`src/rtl/cpu_mdu_pkg.sv`:
```
// cpu_mdu_pkg -- shared types for the multiply/divide unit.
//   mdu_op_t    : 3-bit operation code driven on mult_div_unit.op
//                 (code 7 is not listed and is treated like NONE)
//   mdu_state_t : IDLE / RUN sequencing state
//   helpers     : operation class decoding used by the top level
package cpu_mdu_pkg;

  typedef enum logic [2:0] {
    MDU_NONE  = 3'd0,
    MDU_MULT  = 3'd1,
    MDU_MULTU = 3'd2,
    MDU_DIV   = 3'd3,
    MDU_DIVU  = 3'd4,
    MDU_MTHI  = 3'd5,
    MDU_MTLO  = 3'd6
  } mdu_op_t;

  typedef enum logic {
    ST_IDLE = 1'b0,
    ST_RUN  = 1'b1
  } mdu_state_t;

  function automatic logic op_is_mult(input logic [2:0] op);
    return (op == MDU_MULT) || (op == MDU_MULTU);
  endfunction

  function automatic logic op_is_div(input logic [2:0] op);
    return (op == MDU_DIV) || (op == MDU_DIVU);
  endfunction

  function automatic logic op_is_signed(input logic [2:0] op);
    return (op == MDU_MULT) || (op == MDU_DIV);
  endfunction

endpackage

```
`src/rtl/mdu_arith.sv`:
```
// mdu_arith -- combinational datapath of the multiply/divide unit.
// Computes the full 2*WIDTH product, or quotient/remainder, from the
// operands latched by the top level.
//   a, b       : latched operands (a = dividend / multiplicand)
//   is_signed  : treat operands as two's complement
//   is_div     : select divide result instead of product
//   hi_res     : product upper half / remainder
//   lo_res     : product lower half / quotient
// Configuration macro MDU_DIV_EN: when undefined no divider is built and
// the outputs always carry the product.
module mdu_arith
  import cpu_mdu_pkg::*;
#(
  parameter int WIDTH = 32
) (
  input  logic [WIDTH-1:0] a,
  input  logic [WIDTH-1:0] b,
  input  logic             is_signed,
  input  logic             is_div,
  output logic [WIDTH-1:0] hi_res,
  output logic [WIDTH-1:0] lo_res
);

  logic [2*WIDTH-1:0] a_ext;
  logic [2*WIDTH-1:0] b_ext;
  logic [2*WIDTH-1:0] prod;

  // Sign/zero extend to 2*WIDTH so one unsigned multiply, truncated to
  // 2*WIDTH bits, yields the correct signed or unsigned product.
  always_comb begin
    a_ext = is_signed ? {{WIDTH{a[WIDTH-1]}}, a} : {{WIDTH{1'b0}}, a};
    b_ext = is_signed ? {{WIDTH{b[WIDTH-1]}}, b} : {{WIDTH{1'b0}}, b};
    prod  = a_ext * b_ext;
  end

`ifdef MDU_DIV_EN
  logic             a_neg;
  logic             b_neg;
  logic [WIDTH-1:0] a_mag;
  logic [WIDTH-1:0] b_mag;
  logic [WIDTH-1:0] q_mag;
  logic [WIDTH-1:0] r_mag;

  // Divide magnitudes, then restore signs: quotient truncates toward zero
  // and the remainder takes the dividend's sign. For most-negative / -1
  // the magnitude quotient is 2**(WIDTH-1), whose bit pattern is exactly
  // the most-negative value, and the remainder is 0 -- no special case.
  always_comb begin
    a_neg = is_signed & a[WIDTH-1];
    b_neg = is_signed & b[WIDTH-1];
    a_mag = a_neg ? -a : a;
    b_mag = b_neg ? -b : b;
    q_mag = '0;
    r_mag = '0;
    if (b_mag != '0) begin
      q_mag = a_mag / b_mag;
      r_mag = a_mag % b_mag;
    end
    if (!is_div) begin
      hi_res = prod[2*WIDTH-1:WIDTH];
      lo_res = prod[WIDTH-1:0];
    end else if (b == '0) begin
      hi_res = a;
      lo_res = '1;
    end else begin
      hi_res = a_neg ? -r_mag : r_mag;
      lo_res = (a_neg ^ b_neg) ? -q_mag : q_mag;
    end
  end
`else
  logic unused_is_div;
  assign unused_is_div = is_div;

  always_comb begin
    hi_res = prod[2*WIDTH-1:WIDTH];
    lo_res = prod[WIDTH-1:0];
  end
`endif

endmodule

```
`src/rtl/mult_div_unit.sv`:
```
// mult_div_unit -- multi-cycle multiply/divide unit with HI/LO registers.
// Configuration macro MDU_DIV_EN enables DIV/DIVU; otherwise they are
// ignored like NONE.
// Ports:
//   clk, reset (async, active low)
//   start/op/src_a/src_b : issue an operation (op codes in cpu_mdu_pkg)
//   cancel               : abort the in-flight operation
//   busy                 : multi-cycle operation in flight
//   done                 : one-cycle pulse when a new HI/LO result is visible
//   hi, lo               : architectural HI/LO registers
//   stall_req            : busy, or a mult/div op being presented now
// Handshake: start is a single-cycle request sampled on the rising edge.
// A mult/div request is taken only when idle or in the final busy cycle
// (and not together with cancel); requests at other times are dropped,
// so the issuing stage must hold off while stall_req is high.
// The sequencing state is visible as state_q (IDLE/RUN) for checkers.
module mult_div_unit
  import cpu_mdu_pkg::*;
#(
  parameter int WIDTH       = 32,
  parameter int MULT_CYCLES = 5,
  parameter int DIV_CYCLES  = 10
) (
  input  logic             clk,
  input  logic             reset,
  input  logic             start,
  input  logic [2:0]       op,
  input  logic [WIDTH-1:0] src_a,
  input  logic [WIDTH-1:0] src_b,
  input  logic             cancel,
  output logic             busy,
  output logic             done,
  output logic [WIDTH-1:0] hi,
  output logic [WIDTH-1:0] lo,
  output logic             stall_req
);

`ifdef MDU_DIV_EN
  localparam int MAX_LAT = (DIV_CYCLES > MULT_CYCLES) ? DIV_CYCLES : MULT_CYCLES;
`else
  localparam int MAX_LAT = MULT_CYCLES;
  localparam int unused_div_cycles = DIV_CYCLES;
`endif
  localparam int CNT_W = $clog2(MAX_LAT + 1);

  mdu_state_t       state_q, state_d;
  logic [CNT_W-1:0] cnt_q, cnt_d;
  logic [WIDTH-1:0] a_q, a_d;
  logic [WIDTH-1:0] b_q, b_d;
  logic             signed_q, signed_d;
  logic             div_q, div_d;
  logic [WIDTH-1:0] hi_q, hi_d;
  logic [WIDTH-1:0] lo_q, lo_d;
  logic             done_q, done_d;

  logic             op_md;
  logic             finish;
  logic             accept;
  logic [WIDTH-1:0] res_hi;
  logic [WIDTH-1:0] res_lo;

  mdu_arith #(.WIDTH(WIDTH)) u_arith (
    .a         (a_q),
    .b         (b_q),
    .is_signed (signed_q),
    .is_div    (div_q),
    .hi_res    (res_hi),
    .lo_res    (res_lo)
  );

  always_comb begin
    op_md = op_is_mult(op);
`ifdef MDU_DIV_EN
    op_md = op_md | op_is_div(op);
`endif
  end

  always_comb begin
    state_d  = state_q;
    cnt_d    = cnt_q;
    a_d      = a_q;
    b_d      = b_q;
    signed_d = signed_q;
    div_d    = div_q;
    hi_d     = hi_q;
    lo_d     = lo_q;
    done_d   = 1'b0;

    // cancel wins over completion and over a same-cycle start.
    finish = (state_q == ST_RUN) && !cancel && (cnt_q == CNT_W'(1));
    accept = start && op_md && ((state_q == ST_IDLE) || finish);

    case (state_q)
      ST_IDLE: begin
        if (start && (op == MDU_MTHI)) hi_d = src_a;
        if (start && (op == MDU_MTLO)) lo_d = src_a;
      end
      ST_RUN: begin
        if (cancel) begin
          state_d = ST_IDLE;
          cnt_d   = '0;
        end else if (finish) begin
          hi_d    = res_hi;
          lo_d    = res_lo;
          done_d  = 1'b1;
          state_d = ST_IDLE;
          cnt_d   = '0;
        end else begin
          cnt_d = cnt_q - CNT_W'(1);
        end
      end
      default: begin
        state_d = ST_IDLE;
        cnt_d   = '0;
      end
    endcase

    // Taking a new op in the completion cycle keeps busy high throughout.
    if (accept) begin
      state_d  = ST_RUN;
      a_d      = src_a;
      b_d      = src_b;
      signed_d = op_is_signed(op);
      div_d    = op_is_div(op);
      cnt_d    = CNT_W'(MULT_CYCLES);
`ifdef MDU_DIV_EN
      if (op_is_div(op)) cnt_d = CNT_W'(DIV_CYCLES);
`endif
    end
  end

  always_ff @(posedge clk or negedge reset) begin
    if (!reset) begin
      state_q  <= ST_IDLE;
      cnt_q    <= '0;
      a_q      <= '0;
      b_q      <= '0;
      signed_q <= 1'b0;
      div_q    <= 1'b0;
      hi_q     <= '0;
      lo_q     <= '0;
      done_q   <= 1'b0;
    end else begin
      state_q  <= state_d;
      cnt_q    <= cnt_d;
      a_q      <= a_d;
      b_q      <= b_d;
      signed_q <= signed_d;
      div_q    <= div_d;
      hi_q     <= hi_d;
      lo_q     <= lo_d;
      done_q   <= done_d;
    end
  end

  assign busy      = (state_q == ST_RUN);
  assign done      = done_q;
  assign hi        = hi_q;
  assign lo        = lo_q;
  // Gated by reset so the stall request is low throughout reset.
  assign stall_req = reset & (busy | (start & op_md));

endmodule

```
`config.mk`:
```
export PLATFORM = sky130hd
export DESIGN_NAME = mult_div_unit
export DESIGN_NICKNAME = d
export VERILOG_FILES = /design/src/rtl/cpu_mdu_pkg.sv /design/src/rtl/mdu_arith.sv /design/src/rtl/mult_div_unit.sv
export SDC_FILE = /design/constraint.sdc
export NUM_CORES = 2
export LEC_CHECK = 0
export CAP_MARGIN = 20
export CORE_UTILIZATION = 40
export CTS_BUF_LIST = sky130_fd_sc_hd__clkbuf_4
export DETAILED_ROUTE_END_ITERATION = 6
export DONT_BUFFER_PORTS = 1
export PLACE_DENSITY_LB_ADDON = 0.08
export SLEW_MARGIN = 20
export SYNTH_ARGS = -nofsm -noshare
export SYNTH_HDL_FRONTEND = slang
export SYNTH_SLANG_ARGS = --single-unit
```
`constraint.sdc`:
```
create_clock -name clk -period 28.8 [get_ports clk]
set_input_delay 5.76 -clock clk [delete_from_list [all_inputs] [get_ports clk]]
set_output_delay 5.76 -clock clk [all_outputs]
set_load 0.02 [all_outputs]
```
After elaboration in Yosys (flattened, before gate mapping):

Index checks and enable logic that the tools add are counted.

* add/sub/neg operators: 1
* multipliers: 1
* equality and inequality tests: 10
* multiplexer cells: 21
* bitwise logic cells: 4
* reductions and logical operators: 13

Operators by type and width (count)
* $mux 32: 6
* $mux 64: 2
* $pmux 32 s2: 2
* $mul 64x64->64: 1
* $mux 3: 4
* $mux 1: 7
* $eq 3x1->1 const B: 2
* $eq 3x2->1 const B: 2
* $eq 3x3->1 const B: 2
* $logic_and 1x1->1: 6
* $ne 2x1->1 const B: 3
* $reduce_and 3->1: 2
* $logic_or 1x1->1: 3
* $sub 3x1->3 const B: 1
* $and 1x1->1: 2
* $ne 2x2->1 const B: 1
* $reduce_bool 2->1: 1
* $logic_not 1->1: 1
* $not 1->1: 1
* $or 1x1->1: 1

* flip-flop bits (word level): 134
* bits of input ports: 71
* output and inout bits: 67
* word-level logic and storage cells: 58

Logic depth before layout (Yosys ltp):

* word-level depth: 7
* gate-level depth with buffers: 35
* mapped depth without buffers: 32

By module:

From an unflattened synthesis, not the netlist that was laid out.

* cell total of the unflattened synthesis: 5554
* area, all modules: 53567.6 um^2

By module, submodules not included
* mdu_arith: instances 1, cells each 5069, area an instance 47683.2 um^2, sequential area each 0.0 um^2
* mult_div_unit: instances 1, cells each 485, area an instance 5884.4 um^2, sequential area each 3378.2 um^2

Least setup slack after synthesis:

Ideal clock, no wire load.

* path kind: input port to output port
* start point: input op[0]
* end point: output stall_req
* arrival: 6469 ps
* required time: 23040 ps
* path slack: 16571 ps
* stages on the path: 4
* buffers on the path: 0
* cells stage by stage: nand2b_1 > nand2_1 > a31oi_1 > nor2b_1

* cells in the longest elaborated chain, start to end: 5
* elaborated cells on any way between the ends: 6
* classes of those cells: eq/ne: 2; bitwise: 3; reduce/logical: 1

Ends and longest elaborated chain
* from (decl): RTL line mult_div_unit.sv:27 `input logic [2:0] op,`
* $eq 3x1->1 or $eq 3x2->1 (tied branches): RTL line cpu_mdu_pkg.sv:24 `return (op == MDU_MULT) || (op == MDU_MULTU);`
* $logic_or 1x1->1 *: RTL line cpu_mdu_pkg.sv:24
* $and 1x1->1 *: RTL line mult_div_unit.sv:161 `assign stall_req = reset & (busy | (start & op_md));`
* $or 1x1->1 *: RTL line mult_div_unit.sv:161
* $and 1x1->1 *: RTL line mult_div_unit.sv:161
* to (decl): RTL line mult_div_unit.sv:35 `output logic stall_req`

Mark *: on every way between the ends. The rest lies on a longest branch, timed or not.

Final worst setup path:

Ends and elaborated chain as after synthesis.

==> impl_summary.txt <==
----------------------------------------------------
[Worst setup path]
  Kind of end point of the critical path ... output port
  Arrival time reported for the critical path endpoint ... 6.63 ns
  Startpoint type of the worst setup path ... input pin
  Reg-to-reg slack, setup ... between 15 and 20 ns
  Critical Setup Path Class ... in -> out
  Worst-path maximum fanout ... 5
  Required arrival time at the worst endpoint ... ~23 ns

[Timing]
  Post-route setup TNS ... 0 ns
  Worst Max-Slew Pin Slew ... 1.110 ns
  Max-slew violation count ... 0
  Maximum clock frequency ... 0.08069 GHz
  Slew Limit Headroom ... 26.01%
  Min Tclk post-route ... about 12 ns
  Endpoints failing setup ... 0
  RSZ-0062 raised after global routing ... no
  Final Cycle Share ... 43.03%
  Final hold vios ... 0
  Layout Skew ... ~0.12 ns

[Route]
  Wire length per cell after detailed routing ... 24.32 µm
  Via count of the routed design ... 36640
  Number of nets with antenna violations after routing ... 0
  Post-detailed-routing wire length ... 176000 µm
  Detailed-routing iteration count for the pre-antenna-repair pass ... 6
  Vias/cell ... 5.063
  Remaining DRCs ... 0
  Iter 0 DRT Violations ... 2201

[Placement]
  Hpwl dp ... ~140000 µm
  Final weighted congestion in routability-driven placement ... 0.8947
  IO buf count ... 0

[Synth]
  Number of enable-type register cells in the synthesized netlist ... 0
  Synthesized net count ... 7427
  Post-synth cell types ... approximately 70
  Post-synthesis compound-gate area fraction ... 4.331%
  Simple-gate area share of the yosys netlist ... roughly 13%
  Fraction of registers with async set/reset ... 100.0%
  Syn_area_per_cell ... approximately 9.5 µm²
  Netlist area before placement ... 0.05373 mm²
  Dominant combinational cell family by area after synthesis ... adder cells
  Leading register cell type out of synthesis ... dfrtp_1
  Portion of the post-synthesis area used by sequential elements ... 6.241%
  Adder and majority cell fraction of the synthesized area ... 60.16%
  Register bit total from synthesis ... around 130
  Share of cell area taken by muxes after synthesis ... 1.772%
  Cells after synthesis ... 5627
  Synthesized-area fraction occupied by xor and xnor cells ... 1.842%
  Number of synthesis warnings ... 0

[Clocking]
  Clock root buffer ... clkbuf_4
  TritonCTS buffer count ... 17
  Clock latency of the later-clocked register in the worst-skew pair ... 0.87 ns
  Buffer count from post-CTS setup fixing ... 0
  Count of hold buffers inserted by post-cts repair ... 0
  CTS H-Tree Depth ... 4
  TritonCTS clock tree ... built
  PostCTS Resize Cnt ... 0
  Number of sinks handled by clock tree synthesis ... 134
  Post-CTS clock slew at the launch and capture registers of the worst setup and hold paths ... 0.19 ns
  Buffer depth of the longest clock path ... 2

[Global route]
  Vias in the first global route ... 40510
  Wire length of the first global-routing pass ... 271500 µm
  Remaining global-route overflow ... 0
  Maximum number of pins on one net before global-route repair ... about 140
  Overall fraction of global-route tracks in use ... a little over a quarter
  Antenna violations before repair ... 12

[Floorplan]
  Area of the core ... 0.1333 mm²
  FP Rows ... 134
  Die height ... approximately 370 µm
  Die Outline Area ... 0.1358 mm²
  Initial cell density of the core ... 40.31%
  Horizontal die dimension ... 368.5 µm
  Number of primary I/O pins ... 138

[Layout]
  Top library cells by usage in the layout, fill and taps aside ... 1531 x inv_1, 1419 x fa_1, 602 x nand2_1
  Flip-flop and latch area ... 0.003368 mm²
  Most common cell after layout, fill and taps aside ... inv_1
  Area used by multi-input combinational logic ... between 0.04 and 0.05 mm²
  Signed area change from the synthesized netlist to the final layout ... 3.919%
  Number of fillers in the final layout ... roughly 13000
  Layout cell share with drive strength beyond 1 ... 3.991%
  Total number of nets in the final design ... a little over 7000

[Worst hold path]
  Min-Delay Path Class ... reg -> reg

[Run status]
  Run status ... finished, final reports clean

[Job]
  MaxCap Viol Count ... 0

----------------------------------------------------
-- per-layer routing --
metal / global-route usage, % / vias to the layer above / part of all wire, %
met2: 48.57 / 806 / 52
met3: 2.563 / 159 / 3.9
li1: - / 15840 / -
met4: 7.277 / 0 / 2.9
met5: 0 / - / 0
met1: 35.78 / 19840 / 41
-- cell type report --
class                   instances  area share (%)
diodes                          8         0.03585
clock buffers                  17          0.2286
clock inverters                15          0.3025
inverters                    1532           10.30
multi-input cells            3680           78.01
flip-flops and latches        134           6.032
well taps                    1768           3.962
repair buffers                 84           1.129
-- state kept, by name, summed over array words and instances, names as in the netlist --
name      flops
done          1
busy          1
b_q          32
hi           32
lo           32
signed_q      1
a_q          32
cnt_q         3
-- synth_stat cells, drive strengths merged, types with 18 or more instances --
library cell | n | area, µm²
clkbuf | 255 | 957.2
nand4 | 18 | 112.6
and3 | 46 | 287.8
mux2i | 22 | 220.2
xnor2 | 97 | 849.6
inv | 1531 | 5747
ha | 310 | 3879
dfrtp | 134 | 3353
buf | 26 | 127.6
nand3 | 21 | 105.1
a21oi | 120 | 615.6
o21ai | 90 | 450.4
nand2 | 603 | 2263
and2 | 574 | 3591
mux2 | 65 | 732.0
fa | 1419 | 28410
a21o | 39 | 292.8
nor2 | 68 | 255.2
-- cell families (layout without fill, tap and decap cells) --
kind of cell	after synthesis	after routing
adder cells (fa/ha/maj)	1733	1733
AND/OR/NAND/NOR	1383	1383
multiplexers	87	87
XOR/XNOR	113	113
buffers and inverters	1813	1648
other	0	8
AO/OA/AOI/OAI	364	364
flip-flops	134	134
-- stage by stage --
step | util, % | cells | hold WS [ns] | setup slack, ns | area [µm²]
after detailed placement | 41.65 | 7198 | 0.4708 | 16.42 | 55520
after global placement | 41.65 | 7198 | 0.4653 | 16.42 | 55520
after floorplan | - | 5627 | 0.4432 | 16.57 | 53730
after global routing | 41.88 | 7233 | 0.5418 | 16.32 | 55820
after CTS | 41.87 | 7230 | 0.5163 | 16.41 | 55810
final | 41.89 | 7238 | 0.5212 | 16.41 | 55830
-- worst paths after layout --
check | depth (start not counted) | from | to
max in group asynchronous | 0 | reset | b_q[28]$_DFFE_PN0P_
min | 2 | cnt_q[1]$_DFFE_PN0P_ | cnt_q[1]$_DFFE_PN0P_
min in group asynchronous | 0 | reset | b_q[20]$_DFFE_PN0P_
max reg2reg | 30 | signed_q$_DFFE_PN0P_ | hi[27]$_DFFE_PN0P_
min reg2reg | 2 | cnt_q[1]$_DFFE_PN0P_ | cnt_q[1]$_DFFE_PN0P_
max | 4 | op[0] | stall_req
-- worst max-delay path: stages --
cell and delay [ns]:
nand2b_1 0.16, nand2_1 0.13, a31oi_1 0.18, nor2b_1 0.40
Power is left out: the tool's default activity adds up to more than one toggle a clock period on the data nets, which glitch-free logic cannot reach.
